===== src/rtl/wc_pkg.sv =====
// Shared constants, FSM state encodings and slot pack/unpack helpers for the
// Winograd tile scheduler, the wc core and the bench.
// Slot 0 of every lane bus sits in the MSBs.
package wc_pkg;

   localparam int W     = 10;           // sample / result lane width
   localparam int N_IN  = 9;            // samples per tile (core D lanes)
   localparam int N_OUT = 7;            // results per tile (core Z lanes)
   localparam int OVL   = N_IN - N_OUT; // samples carried into the next tile
   localparam int LAT   = 6;            // core latency, D stable to Z valid

   typedef logic [1:0] state_t;
   localparam state_t FILL  = 2'd0;
   localparam state_t WAIT  = 2'd1;
   localparam state_t DRAIN = 2'd2;

   function automatic logic [W-1:0] d_get(input logic [N_IN*W-1:0] d, input int i);
      return d[(N_IN-1-i)*W +: W];
   endfunction

   function automatic logic [N_IN*W-1:0] d_put(input logic [N_IN*W-1:0] d, input int i,
                                               input logic [W-1:0] v);
      logic [N_IN*W-1:0] r;
      r = d;
      r[(N_IN-1-i)*W +: W] = v;
      return r;
   endfunction

   function automatic logic [W-1:0] z_get(input logic [N_OUT*W-1:0] z, input int i);
      return z[(N_OUT-1-i)*W +: W];
   endfunction

   function automatic logic [N_OUT*W-1:0] z_put(input logic [N_OUT*W-1:0] z, input int i,
                                               input logic [W-1:0] v);
      logic [N_OUT*W-1:0] r;
      r = z;
      r[(N_OUT-1-i)*W +: W] = v;
      return r;
   endfunction

endpackage


===== src/rtl/wc_res_serializer.sv =====
// Purpose: captures the core's 7 result lanes and emits the first n_res serially.
// Latency: first result valid the cycle after cap; one result per accepted transfer.
// Backpressure: each result is held stable on out_data until out_ready accepts it.
// Ports: cap/z/n_res/last load a tile; out_* is the valid/ready stream; done
//        pulses with the transfer of the final emitted result.
module wc_res_serializer
   import wc_pkg::*;
(
   input  logic               clk,
   input  logic               rst,
   input  logic               cap,
   input  logic [N_OUT*W-1:0] z,
   input  logic [2:0]         n_res,
   input  logic               last,
   output logic [W-1:0]       out_data,
   output logic               out_valid,
   output logic               out_last,
   input  logic               out_ready,
   output logic               done
);

   logic [W-1:0] res_q [N_OUT];
   logic [2:0]   idx_q;
   logic [2:0]   n_q;
   logic         last_q;
   logic         vld_q;
   logic         final_slot;

   assign final_slot = (idx_q == n_q - 3'd1);

   always_ff @(posedge clk) begin
      if (rst) begin
         for (int i = 0; i < N_OUT; i++) res_q[i] <= '0;
         idx_q  <= '0;
         n_q    <= '0;
         last_q <= 1'b0;
         vld_q  <= 1'b0;
      end else if (cap) begin
         for (int i = 0; i < N_OUT; i++) res_q[i] <= z_get(z, i);
         idx_q  <= '0;
         n_q    <= n_res;
         last_q <= last;
         vld_q  <= 1'b1;
      end else if (vld_q && out_ready) begin
         if (final_slot) vld_q <= 1'b0;
         else            idx_q <= idx_q + 3'd1;
      end
   end

   // Data is forced to zero when idle so nothing stale leaks downstream.
   assign out_valid = vld_q;
   assign out_data  = vld_q ? res_q[idx_q] : '0;
   assign out_last  = vld_q && last_q && final_slot;
   assign done      = vld_q && out_ready && final_slot;

endmodule


===== src/rtl/wc_tile_sched.sv =====
// Purpose: cuts a serial sample row into overlapping 9-sample tiles for wc and serialises its 7 results.
// Latency: first result valid LAT+1 cycles after the accept that completes a tile.
// Backpressure: in_ready drops for WAIT and DRAIN; results hold on out_data until out_ready.
// Ports: in_* sample stream in, wc_d/wc_z core lanes, out_* result stream out,
//        err_short pulses on a discarded row shorter than 3 samples, busy flags work in flight.
// Optional: define WC_TILE_STATS_EN to add tile_cnt, a wrapping count of captured tiles.
module wc_tile_sched
   import wc_pkg::*;
(
   input  logic               clk,
   input  logic               rst,
   input  logic [W-1:0]       in_data,
   input  logic               in_valid,
   input  logic               in_last,
   output logic               in_ready,
   output logic [N_IN*W-1:0]  wc_d,
   input  logic [N_OUT*W-1:0] wc_z,
   output logic [W-1:0]       out_data,
   output logic               out_valid,
   output logic               out_last,
   input  logic               out_ready,
   output logic               err_short,
`ifdef WC_TILE_STATS_EN
   output logic [15:0]        tile_cnt,
`endif
   output logic               busy
);

   localparam int         LW       = $clog2(LAT + 1);
   localparam logic [3:0] CNT_LAST = 4'(N_IN - 1);
   localparam logic [3:0] CNT_OVL  = 4'(OVL);

   state_t        state_q;
   logic [3:0]    cnt_q;
   logic [W-1:0]  win_q [N_IN];
   logic [LW-1:0] lat_q;
   logic [2:0]    nres_q;
   logic          last_q;
   logic          err_q;
   logic          acc;
   logic          cap;
   logic          done;

   assign in_ready = !rst && (state_q == FILL);
   assign acc      = in_valid && in_ready;
   // Z is taken LAT+1 edges after the final accept, one edge after it settles.
   assign cap      = (state_q == WAIT) && (lat_q == LW'(LAT));

   always_ff @(posedge clk) begin
      if (rst) begin
         state_q <= FILL;
         cnt_q   <= '0;
         lat_q   <= '0;
         nres_q  <= '0;
         last_q  <= 1'b0;
         err_q   <= 1'b0;
         for (int i = 0; i < N_IN; i++) win_q[i] <= '0;
      end else begin
         err_q <= 1'b0;
         case (state_q)
            FILL: begin
               if (acc) begin
                  // Only a fresh row can end below OVL+1 samples; continuation
                  // tiles already hold OVL carried samples.
                  if (in_last && cnt_q < CNT_OVL) begin
                     err_q <= 1'b1;
                     cnt_q <= '0;
                     for (int i = 0; i < N_IN; i++) win_q[i] <= '0;
                  end else begin
                     win_q[cnt_q] <= in_data;
                     cnt_q        <= cnt_q + 4'd1;
                     if (in_last) begin
                        for (int i = 0; i < N_IN; i++)
                           if (4'(i) > cnt_q) win_q[i] <= '0;
                        nres_q  <= 3'(cnt_q - 4'd1);
                        last_q  <= 1'b1;
                        lat_q   <= '0;
                        state_q <= WAIT;
                     end else if (cnt_q == CNT_LAST) begin
                        nres_q  <= 3'(N_OUT);
                        last_q  <= 1'b0;
                        lat_q   <= '0;
                        state_q <= WAIT;
                     end
                  end
               end
            end
            WAIT: begin
               if (cap) state_q <= DRAIN;
               else     lat_q   <= lat_q + LW'(1);
            end
            DRAIN: begin
               if (done) begin
                  if (last_q) begin
                     for (int i = 0; i < N_IN; i++) win_q[i] <= '0;
                     cnt_q <= '0;
                  end else begin
                     // Overlap: the last two samples open the next tile.
                     win_q[0] <= win_q[N_IN-2];
                     win_q[1] <= win_q[N_IN-1];
                     cnt_q    <= CNT_OVL;
                  end
                  state_q <= FILL;
               end
            end
            default: state_q <= FILL;
         endcase
      end
   end

   always_comb begin
      wc_d = '0;
      for (int i = 0; i < N_IN; i++) wc_d = d_put(wc_d, i, win_q[i]);
   end

   assign err_short = err_q;
   assign busy      = !((state_q == FILL) && (cnt_q == 4'd0));

`ifdef WC_TILE_STATS_EN
   always_ff @(posedge clk) begin
      if (rst)      tile_cnt <= '0;
      else if (cap) tile_cnt <= tile_cnt + 16'd1;
   end
`endif

   wc_res_serializer u_ser (
      .clk       (clk),
      .rst       (rst),
      .cap       (cap),
      .z         (wc_z),
      .n_res     (nres_q),
      .last      (last_q),
      .out_data  (out_data),
      .out_valid (out_valid),
      .out_last  (out_last),
      .out_ready (out_ready),
      .done      (done)
   );

endmodule


===== config.mk =====
export PLATFORM = sky130hd
export DESIGN_NAME = wc_tile_sched
export DESIGN_NICKNAME = d
export VERILOG_FILES = /design/src/rtl/wc_pkg.sv /design/src/rtl/wc_res_serializer.sv /design/src/rtl/wc_tile_sched.sv
export SDC_FILE = /design/constraint.sdc
export NUM_CORES = 1
export LEC_CHECK = 0
export ABC_CLOCK_PERIOD_IN_PS = 3600
export CAP_MARGIN = 20
export CORE_MARGIN = 4
export CORE_UTILIZATION = 50
export DETAILED_ROUTE_END_ITERATION = 10
export HOLD_SLACK_MARGIN = 0.05
export PLACE_DENSITY = 0.78
export SLEW_MARGIN = 0
export SYNTH_ARGS = -nofsm -noshare
export SYNTH_HDL_FRONTEND = slang
export SYNTH_HIERARCHICAL = 1
export SYNTH_SLANG_ARGS = --single-unit

===== constraint.sdc =====
create_clock -name clk -period 3.6 [get_ports clk]
set_input_delay 0.72 -clock clk [delete_from_list [all_inputs] [get_ports clk]]
set_output_delay 0.72 -clock clk [all_outputs]
set_load 0.05 [all_outputs]

==> results of run 1 <==
cells by family after synthesis:
group | after synthesis
flip-flops | 185
AO/OA/AOI/OAI | 70
XOR/XNOR | 10
AND/OR/NAND/NOR | 239
adder cells (fa/ha/maj) | 10
buffers and inverters | 48
multiplexers | 28
final timing paths:
check,slack [ns],end,from,cells after the start
setup / recovery,0.07,out_last,u_ser/n_q[0],6
hold / removal,0.48,nres_q[2],nres_q[2],1
setup reg to reg,0.63,win_q[3][2],cnt_q[0],6
hold reg to reg,0.48,nres_q[2],nres_q[2],1
layout make-up:
class / count / area [sq um]
Multi-Input combinational cell: 357 / 2680
Sequential cell: 185 / 5310
Clock buffer: 18 / 429
Timing Repair Buffer: 200 / 2000
Fill cell: 1110 / 5040
Clock inverter: 14 / 198
Tap cell: 216 / 270
Inverter: 8 / 30.0
per-stage QoR:
stage	power [mW]	hold slack (ns)
finish	5.09	0.480
detailed placement	3.17	0.468
global placement	3.15	0.454
floorplan	2.86	0.440
CTS	5.11	0.483
global route	5.25	0.495
power breakdown:
part,internal [mW],switching (mW)
logic,0.238,0.411
registers,2.43,0.0435
clock network,1.17,0.797
state kept, by name (all words and copies together), names as in the netlist, named ones only:
signal,cells
u_ser/last_q,1
nres_q,3
u_ser/idx_q,3
lat_q,3
win_q,90
u_ser/n_q,3
err_short,1
state_q,2
cnt_q,4
u_ser/res_q,70
u_ser/out_valid,1
last_q,1
placed cells by master (no fill, tap or decap), drive strengths merged, types with 3 or more instances in the layout:
cell / count
clkinvlp: 3
a21oi: 6
a22o: 20
nor3: 4
xor2: 5
mux2: 10
bufinv: 4
a21boi: 11
mux2i: 8
and2: 80
edfxtp: 160
clkdlybuf4s50: 188
xnor2: 4
inv: 10
dfxtp: 25
nor2: 19
o21ai: 4
nand2: 17
o211ai: 11
nand2b: 23
mux4: 10
nand3b: 3
clkinv: 5
ha: 10
buf: 12
nand3: 6
nor2b: 13
clkbuf: 18
a31oi: 5
and3: 59
o21a: 4
routing by layer:
metal | vias up | global-route usage
met4 | 0 | 0.0711
met1 | 2695 | 0.288
met3 | 34 | 0.0625
met5 | - | 0
li1 | 2530 | -
met2 | 204 | 0.389
==> qor.csv, run 1 <==
stage;metric;value;unit
status;status;finished, final reports clean;
synth;ys_ff_latch;185;
synth;synth_top_family_by_area;simple AND/OR/NAND/NOR gates;
clock_network;post_cts_resized;0;
worst_setup_path;critPathArrivalTime;2.81;ns
synth;syn-cell-area;0.00819;sq mm
synth;synth_top_area_frac;0.587;
global_route;grt_max_degree;73;
timing;max_slew_margin;0.369;
clock_network;clock_latency;0.42;ns
layout;finalInstanceArea;0.0109;sq mm
run;max_cap_violations;0;
timing;hold_violations;0;
synth;muxShareOfSynthArea;0.0510;
timing;clock_skew;0.00755;ns
synth;yosys.area.top_type;edfxtp_1;
clock_network;clockRootBuffer;clkbuf_16;
synth;yosys_warnings;6;
placement;place_worst_setup_slack;0.434;ns
drt;postRouteAntennaNets;0;
worst_setup_path;path_buf_inv;2;
power_and_ir_drop;leakage;4.14;nW
layout;n_antenna_cell;0;
synth;synthSimpleGateAreaFrac;0.178;
drt;dr.pass1.iters;5;
placement;place_hpwl;14900;um
drt;route.met2.wl;10800;um
drt;vias;5463;
layout;drive_gt1_frac;0.0985;
drt;vias_per_cell;5.47;
worst_setup_path;critPathTopFamily;buffers and inverters;
synth;synth_area_leaders;edfxtp_1 59%, and2_1 6.1%, dfxtp_1 6.1%, and3_1 4.4%, mux4_2 2.8%;
synth;synthCells;590;
clock_network;htreeDepth;4;
timing;tightest_slew;0.942;ns
synth;synth_fa_ha_area_frac;0.0153;
timing;max_freq;0.283;GHz
clock_network;hold_buffers;0;
synth;syn_nets;685;
synth;synth_enable_flop_cells;160;
clock_network;path_clk_slew;0.07;ns
timing;setup_ws;0.0723;ns
drt;routedWlPerCell;21.1;um
drt;wl_met1;8220;um
synth;synth_xor_area_frac;0.0125;
worst_setup_path;crit_path_start_kind;flop;
placement;dp.cells;966;
placement;place.gp.congestion;0.887;
global_route;antenna_found_initial;0;
global_route;track_usage;0.229;
synth;ys_top_cells_by_count;160 x edfxtp_1, 80 x and2_1, 58 x and3_1;
global_route;gr-total-overflow;0;
layout;fin_nets;864;
global_route;grt_pass1_wl;32000;um
worst_setup_path;path_max_fanout;4;
floorplan;coreArea;0.0159;sq mm
synth;synth.distinct_cells;54;
floorplan;rows;46;
worst_setup_path;cp_slowest_cell;clkdlybuf4s50_1;
floorplan;die_w;136;um
drt;top_layer;met4;
synth;async_flop_share;0;
timing;rsz0062_at_grt;no;
layout;syn_to_final_growth;33.2;%
floorplan;io-pin-count;190;
timing;fin_crit_sh;0.980;
floorplan;die_h;136;um
worst_setup_path;cpPeakStageDelay;0.81;ns
layout;final_util;0.684;
timing;post-route-min-period;3.53;ns
drt;drcViolationCount;0;
synth;synth-main-ff-cell;edfxtp_1;
clock_network;numCtsBuffers;17;
timing;drv_slew;0;
worst_setup_path;path_cells;inv_1, ha_1, xor2_1, and3_4, and3_1, clkdlybuf4s50_1;
worst_hold_path;hp-class;reg -> reg;
drt;wl_met3;1560;um
clock_network;cts_tree;done;
placement;dpl-instance-area;0.0103;sq mm
clock_network;post_cts_buffers;0;
drt;wirelength;21000;um
worst_setup_path;crit_required;2.88;ns
synth;synth-compound-area-share;0.0683;
synth;post-synth-top-count-cell;edfxtp_1;
worst_setup_path;worstSetupPathType;reg -> out;
floorplan;die_area;0.0185;sq mm
clock_network;clock_path_buffers;2;
timing;fin_tns_setup;0;ns
timing;setup_viol;0;
power_and_ir_drop;ir_drop;0.425;mV
global_route;first_global_vias;5717;
placement;io_buffers;189;
drt;drtIter0Drc;457;
clock_network;clock-sinks;185;
layout;final-instance-count-excl-fill;998;
synth;avgSynthCellArea;13.9;sq um
worst_setup_path;critPathCaptureType;primary output;
power_and_ir_drop;powerDensity;466;mW/mm^2
floorplan;start_util;0.513;
synth;ys_seq_area_frac;0.648;
No activity file was read; power rests on OpenSTA's default activity.
==> inputs of run 2 (changes only) <==
Settings changed: ABC_AREA set to 1.
==> run 2 against run 1 <==
- clock-buffer cell count is 1 lower
- final area is 2.2% lower
- synthesized cell count grew 32%
- total power down 3.9%
- cell count grew 19%
- wire length up 1.6%
- non-clock buffer count down 1
- sequential power barely moved
- die area down 2.3%
- clock skew increased by 0.010 ns
==> qor.csv, run 2 <==
stage;metric;value;unit;change
synth;ys_ff_latch;185;;unchanged
power_and_ir_drop;power_frac_clock;0.371;;-0.015
global_route;grt_max_degree;71;;-2.7%
clock_network;clock_latency;0.43;ns;about the same
layout;top_register;win_q;;
layout;drive_gt1_frac;0.0591;;-0.0393
timing;fin_crit_sh;0.958;;-0.0218
synth;post-synth-top-count-cell;nor2_1;;
synth;avgSynthCellArea;10.2;sq um;-26%
timing;post-route-min-period;3.45;ns;-0.0784 ns
placement;dp.cells;1160;;+20%
timing;clock_skew;0.0175;ns;+0.00997 ns
synth;yosys_warnings;6;;unchanged
timing;rsz0062_at_grt;no;;
global_route;grt_pass1_wl;32500;um;+1.5%
synth;synthCells;780;;+32%
power_and_ir_drop;power;4.89;mW;-3.9%
floorplan;rows;45;;-2.2%
power_and_ir_drop;combPwrFrac;0.126;;-0.002
synth;synth_area_leaders;edfxtp_1 60%, nor2_1 8.4%, dfxtp_1 6.3%, inv_1 4.8%, nand2_1 4.7%;;
power_and_ir_drop;switchingPower;1.23;mW;-1.7%
clock_network;clockRootBuffer;clkbuf_16;;
timing;tightest_slew;1.07;ns;+0.123 ns
worst_setup_path;crit_required;2.88;ns;about the same
layout;largest_reg_flops;90;;unchanged
floorplan;die_w;134;um;-1.1%
global_route;gr-total-overflow;0;;unchanged
power_and_ir_drop;p_int;3.66;mW;-4.6%
clock_network;clock-sinks;185;;unchanged
synth;yosys.area.top_type;edfxtp_1;;
clock_network;cts_tree;done;;
clock_network;htreeDepth;4;;unchanged
synth;synth_enable_flop_cells;160;;unchanged
synth;synth.distinct_cells;32;;-41%
floorplan;die_h;134;um;-1.1%
drt;postRouteAntennaNets;0;;unchanged
drt;drtIter0Drc;577;;+26%
floorplan;coreArea;0.0154;sq mm;-3.2%
worst_setup_path;crit_path_start_kind;flop;;
clock_network;clock_path_buffers;2;;unchanged
layout;syn_to_final_growth;33.5;%;
worst_hold_path;hold_path_depth;2;;+1
layout;final-instance-count-excl-fill;1192;;+19%
global_route;track_usage;0.236;;+0.00662
synth;async_flop_share;0;;unchanged
synth;syn-cell-area;0.00799;sq mm;-2.4%
timing;max_slew_margin;0.286;;-0.0826
clock_network;post_cts_resized;0;;unchanged
drt;vias;6236;;+14%
clock_network;post_cts_buffers;0;;unchanged
synth;synth-main-ff-cell;edfxtp_1;;
timing;setup_ws;0.151;ns;+0.0784 ns
synth;syn_nets;875;;+28%
layout;largestRegisters;win_q x90, u_ser/res_q x70, cnt_q x4;;
placement;io_buffers;189;;unchanged
clock_network;hold_buffers;0;;unchanged
worst_setup_path;reg2reg_depth;12;;+6
timing;setup_viol;0;;unchanged
placement;place_hpwl;15200;um;+1.8%
layout;final_cell_mix;188 x clkdlybuf4s50_1, 179 x nor2_1, 160 x edfxtp_1, 100 x inv_1, 98 x nand2_1;;
global_route;antenna_found_initial;0;;unchanged
layout;n_antenna_cell;0;;unchanged
synth;synth_top_area_frac;0.601;;+0.0144
run;max_cap_violations;0;;unchanged
worst_hold_path;hp-class;reg -> reg;;
placement;place_worst_setup_slack;0.563;ns;+0.128 ns
status;status;finished, final reports clean;;
clock_network;path_clk_slew;0.06;ns;about the same
layout;fin_nets;1063;;+23%
drt;vias_per_cell;5.23;;-4.4%
layout;mostFrequentLayoutCell;clkdlybuf4s50_1;;
worst_setup_path;critPathCaptureType;primary output;;
power_and_ir_drop;powerDensity;458;mW/mm^2;-1.7%
floorplan;start_util;0.518;;+0.00443
power_and_ir_drop;leakage;4.32;nW;+4.4%
floorplan;io-pin-count;190;;unchanged
global_route;first_global_vias;5994;;+4.8%
synth;ys_seq_area_frac;0.664;;+0.0159
worst_setup_path;path_max_fanout;23;;+19
timing;max_freq;0.290;GHz;+2.3%
timing;hold_violations;0;;unchanged
power_and_ir_drop;switching_share;0.252;;+0.00554
drt;wirelength;21300;um;+1.6%
timing;fin_tns_setup;0;ns;unchanged
drt;drcViolationCount;0;;unchanged
worst_setup_path;worstSetupPathType;reg -> out;;
clock_network;numCtsBuffers;17;;unchanged
floorplan;die_area;0.0181;sq mm;-2.3%
synth;ys_top_cells_by_count;179 x nor2_1, 160 x edfxtp_1, 102 x inv_1;;
drt;routedWlPerCell;17.9;um;-15%
power_and_ir_drop;sequentialPowerShare;0.503;;+0.017
power_and_ir_drop;ir_drop;0.355;mV;-16%
timing;drv_slew;0;;unchanged
placement;place.gp.congestion;0.887;;about the same
layout;final_util;0.692;;+0.00753
worst_setup_path;critPathArrivalTime;2.73;ns;-0.08 ns
drt;dr.pass1.iters;5;;unchanged
run 2: kinds of logic after synthesis:
logic type,Yosys count,synth area share
XOR/XNOR,4,0.00439
adder cells (fa/ha/maj),10,0.0157
buffers and inverters,147,0.0763
AND/OR/NAND/NOR,334,0.171
AO/OA/AOI/OAI,100,0.0684
flip-flops,185,0.664
run 2: worst paths after layout:
kind	endpoint	from	slack, ns
setup reg to reg	win_q[1][8]	u_ser/n_q[0]	0.77
hold reg to reg	nres_q[1]	nres_q[1]	0.47
hold / removal	nres_q[1]	nres_q[1]	0.47
setup / recovery	out_data[1]	flop	0.15
run 2: metrics by stage:
stage / hold WS (ns) / instance area (sq um)
floorplan: 0.421 / 7990
global placement: 0.435 / 10100
detailed placement: 0.460 / 10100
CTS: 0.474 / 10700
global route: 0.498 / 10700
finish: 0.466 / 10700
run 2: power groups by stage:
stage | registers, mW | logic [mW] | clock network (mW)
floorplan | 2.71 | 0.127 | 0
global placement | 2.50 | 0.610 | 0
detailed placement | 2.51 | 0.610 | 0
CTS | 2.46 | 0.614 | 1.84
global route | 2.47 | 0.643 | 1.94
finish | 2.46 | 0.614 | 1.81
run 2: area by class of cell:
class / instances / area (sq um)
clock inverters: 15 / 151
inverters: 117 / 444
multi-input cells: 448 / 2080
clock buffers: 17 / 425
fillers: 1127 / 4760
repair buffers: 199 / 2000
well taps: 211 / 264
flip-flops and latches: 185 / 5310
run 2: worst max-delay path, stage by stage (launching register included):
cell	delay, ns
dfxtp_1	0.38
clkinvlp_4	0.39
buf_4	0.32
nand3_1	0.09
o211ai_1	0.12
a21oi_1	0.18
clkdlybuf4s50_1	0.82
run 2: per-layer routing:
layer | vias up | GRT usage | share of wire
li1 | 2936 | - | -
met1 | 2970 | 0.303 | 0.40
met2 | 301 | 0.388 | 0.48
met3 | 29 | 0.0709 | 0.099
met4 | 0 | 0.0696 | 0.020
met5 | - | 0 | 0
==> inputs of run 3 (changes only) <==
Settings changed: ABC_CLOCK_PERIOD_IN_PS 3600 to 3700.
Clock period 3.6 ns to 3.7 ns, I/O delays scaled along.
==> run 3 against run 2 <==
- sequential share of layout area grew 0.32 points
- clock-buffer cell count rose by 1
- wire length decreased by 0.74%
- highest routed layer unchanged
- non-clock buffer count down 1
- global-route usage shrank 0.34 points
==> qor.csv, run 3 (synthesis results as in run 2) <==
stage;metric;value;unit;change
layout;drive_gt1_frac;0.0581;;-0.00102
layout;largest_reg_flops;90;;unchanged
layout;n_antenna_cell;0;;unchanged
global_route;antenna_found_initial;0;;unchanged
power_and_ir_drop;power;4.63;mW;-5.4%
floorplan;die_w;134;um;unchanged
worst_setup_path;r2r_end;win_q[1][9];;
worst_setup_path;path_buf_inv;2;;-1
layout;largestRegisters;win_q x90, u_ser/res_q x70, cnt_q x4;;
drt;postRouteAntennaNets;0;;unchanged
run;max_cap_violations;0;;unchanged
drt;drcViolationCount;0;;unchanged
drt;routedWlPerCell;17.8;um;-0.74%
clock_network;htreeDepth;4;;unchanged
global_route;first_global_vias;5895;;-1.7%
floorplan;coreArea;0.0154;sq mm;unchanged
worst_setup_path;path_max_fanout;15;;-35%
global_route;grt_pass1_wl;32100;um;-1.4%
clock_network;clockRootBuffer;clkbuf_16;;
timing;drv_slew;0;;unchanged
worst_setup_path;crit_path_end;out_data[7];;
worst_setup_path;crit_required;2.96;ns;+0.08 ns
global_route;grt_max_degree;46;;-35%
layout;top_register;win_q;;
timing;rsz0062_at_grt;no;;
worst_setup_path;path_cells;clkinvlp_4, nand3_1, o211ai_1, a21oi_1, clkdlybuf4s50_1;;
placement;place_hpwl;15400;um;+1.3%
clock_network;clock_path_buffers;2;;unchanged
clock_network;cts_tree;done;;
layout;syn_to_final_growth;32.7;%;
worst_hold_path;hp-class;reg -> reg;;
power_and_ir_drop;leakage;4.32;nW;+0.16%
worst_setup_path;worst-path-stages;5;;-1
worst_setup_path;cpPeakStageDelay;0.83;ns;about the same
drt;dr.pass1.iters;6;;+1
worst_setup_path;cp_slowest_cell;clkdlybuf4s50_1;;
clock_network;path_clk_slew;0.06;ns;about the same
worst_setup_path;rrSetupSlack;0.90;ns;+0.13 ns
layout;final_cell_mix;185 x clkdlybuf4s50_1, 179 x nor2_1, 160 x edfxtp_1, 100 x inv_1, 98 x nand2_1;;
layout;fillCellCount;1192;;+5.8%
layout;final-instance-count-excl-fill;1192;;unchanged
worst_setup_path;reg2reg_depth;12;;unchanged
status;status;finished, final reports clean;;
floorplan;start_util;0.518;;unchanged
timing;fin_tns_setup;0;ns;unchanged
placement;dpl-instance-area;0.0100;sq mm;-0.40%
timing;post-route-min-period;3.58;ns;
global_route;track_usage;0.232;;-0.00335
timing;tightest_slew;0.861;ns;-0.205 ns
drt;wirelength;21200;um;-0.74%
timing;setup_viol;0;;unchanged
floorplan;rows;45;;unchanged
layout;fin_nets;1063;;unchanged
floorplan;io-pin-count;190;;unchanged
worst_setup_path;rr_startpoint;u_ser/n_q[0];;
layout;mostFrequentLayoutCell;clkdlybuf4s50_1;;
drt;drtIter0Drc;531;;-8.0%
placement;place.gp.congestion;0.885;;-0.19%
floorplan;die_area;0.0181;sq mm;unchanged
clock_network;clock-sinks;185;;unchanged
timing;fin_crit_sh;0.968;;
global_route;gr-total-overflow;0;;unchanged
worst_setup_path;crit_path_start_kind;flop;;
placement;io_buffers;189;;unchanged
layout;finalInstanceArea;0.0106;sq mm;-0.64%
floorplan;die_h;134;um;unchanged
worst_setup_path;critPathCaptureType;primary output;;
worst_setup_path;worstSetupPathType;reg -> out;;
timing;clock_skew;0.0103;ns;-0.00720 ns
worst_setup_path;critPathArrivalTime;2.84;ns;+0.11 ns
timing;max_freq;0.279;GHz;
clock_network;hold_buffers;0;;unchanged
power_and_ir_drop;powerDensity;436;mW/mm^2;-4.8%
worst_setup_path;critPathTopFamily;buffers and inverters;;
power_and_ir_drop;ir_drop;0.354;mV;-0.34%
clock_network;numCtsBuffers;17;;unchanged
clock_network;clock_latency;0.42;ns;about the same
placement;dp.cells;1158;;-0.17%
timing;max_slew_margin;0.422;;+0.135
drt;vias;6133;;-1.7%
timing;hold_violations;0;;unchanged
drt;vias_per_cell;5.15;;-1.7%
[run 3: cell count changes in the layout (fill, tap and decap cells not counted), sizes merged]
| cell | change |
|---|---|
| bufinv | -2 |
| buf | -1 |
| clkbuf | +1 |
| dlymetal6s2s | +3 |
| clkinvlp | +3 |
| inv | +2 |
| clkdlybuf4s50 | -3 |
| clkinv | -3 |
[run 3: how the worst min path moves through the flow]
stage | start | to | slack (ns) | cells after the start
after detailed placement | nres_q[1] | nres_q[1] | 0.44 | 2
after floorplan | nres_q[1] | nres_q[1] | 0.42 | 2
after global placement | nres_q[1] | nres_q[1] | 0.43 | 2
after CTS | nres_q[1] | nres_q[1] | 0.45 | 2
after global routing | nres_q[1] | nres_q[1] | 0.47 | 2
final | nres_q[1] | nres_q[1] | 0.44 | 2
[run 3: layout make-up]
class	count	area [sq um]	area share
Sequential cell	185	5310	0.500
Multi-Input combinational cell	448	2080	0.196
Timing Repair Buffer	198	1980	0.186
Inverter	117	444	0.0419
Clock buffer	18	429	0.0405
Tap cell	211	264	0.0249
Clock inverter	14	96.3	0.00909
Timing Repair inverter	1	7.51	0.000708
[run 3: routing by layer]
metal | GRT usage | vias up | routed length (um)
li1 | - | 2944 | -
met1 | 0.291 | 2882 | 8440
met2 | 0.391 | 292 | 10500
met3 | 0.0799 | 15 | 1960
met4 | 0.0537 | 0 | 311
met5 | 0 | - | 0
[run 3: worst register-to-register path, stage by stage, from the launching register on]
cell and delay (ns):
dfxtp_1 0.34, inv_2 0.05, ha_1 0.30, xnor2_1 0.14, nor2_2 0.09, nand2_2 0.10, nor2_1 0.27, inv_1 0.12
o21ai_2 0.31, nand2_1 0.09, nand2_1 0.14, inv_1 0.08, nand3_1 0.41
[run 3: timing repair]
action	CTS	global route
setup buffers	0	0
endpoints found under the setup margin	0	10
gates resized for setup	0	5
[run 3: per-stage QoR]
stage | setup slack, ns | util | hold slack, ns
3_5_place_dp | 0.492 | 0.651 | 0.436
3_3_place_gp | 0.537 | 0.651 | 0.434
5_1_grt | 0.00276 | 0.687 | 0.475
2_1_floorplan | 0.941 | - | 0.421
4_1_cts | 0.0287 | 0.685 | 0.446
6_report | 0.118 | 0.687 | 0.441
[run 3: power by group]
part           internal, mW  total, mW  leakage (nW)  switching, mW
registers              2.36       2.40          1.86         0.0380
clock network         0.860       1.63         0.250          0.772
logic                 0.205      0.596          2.21          0.391
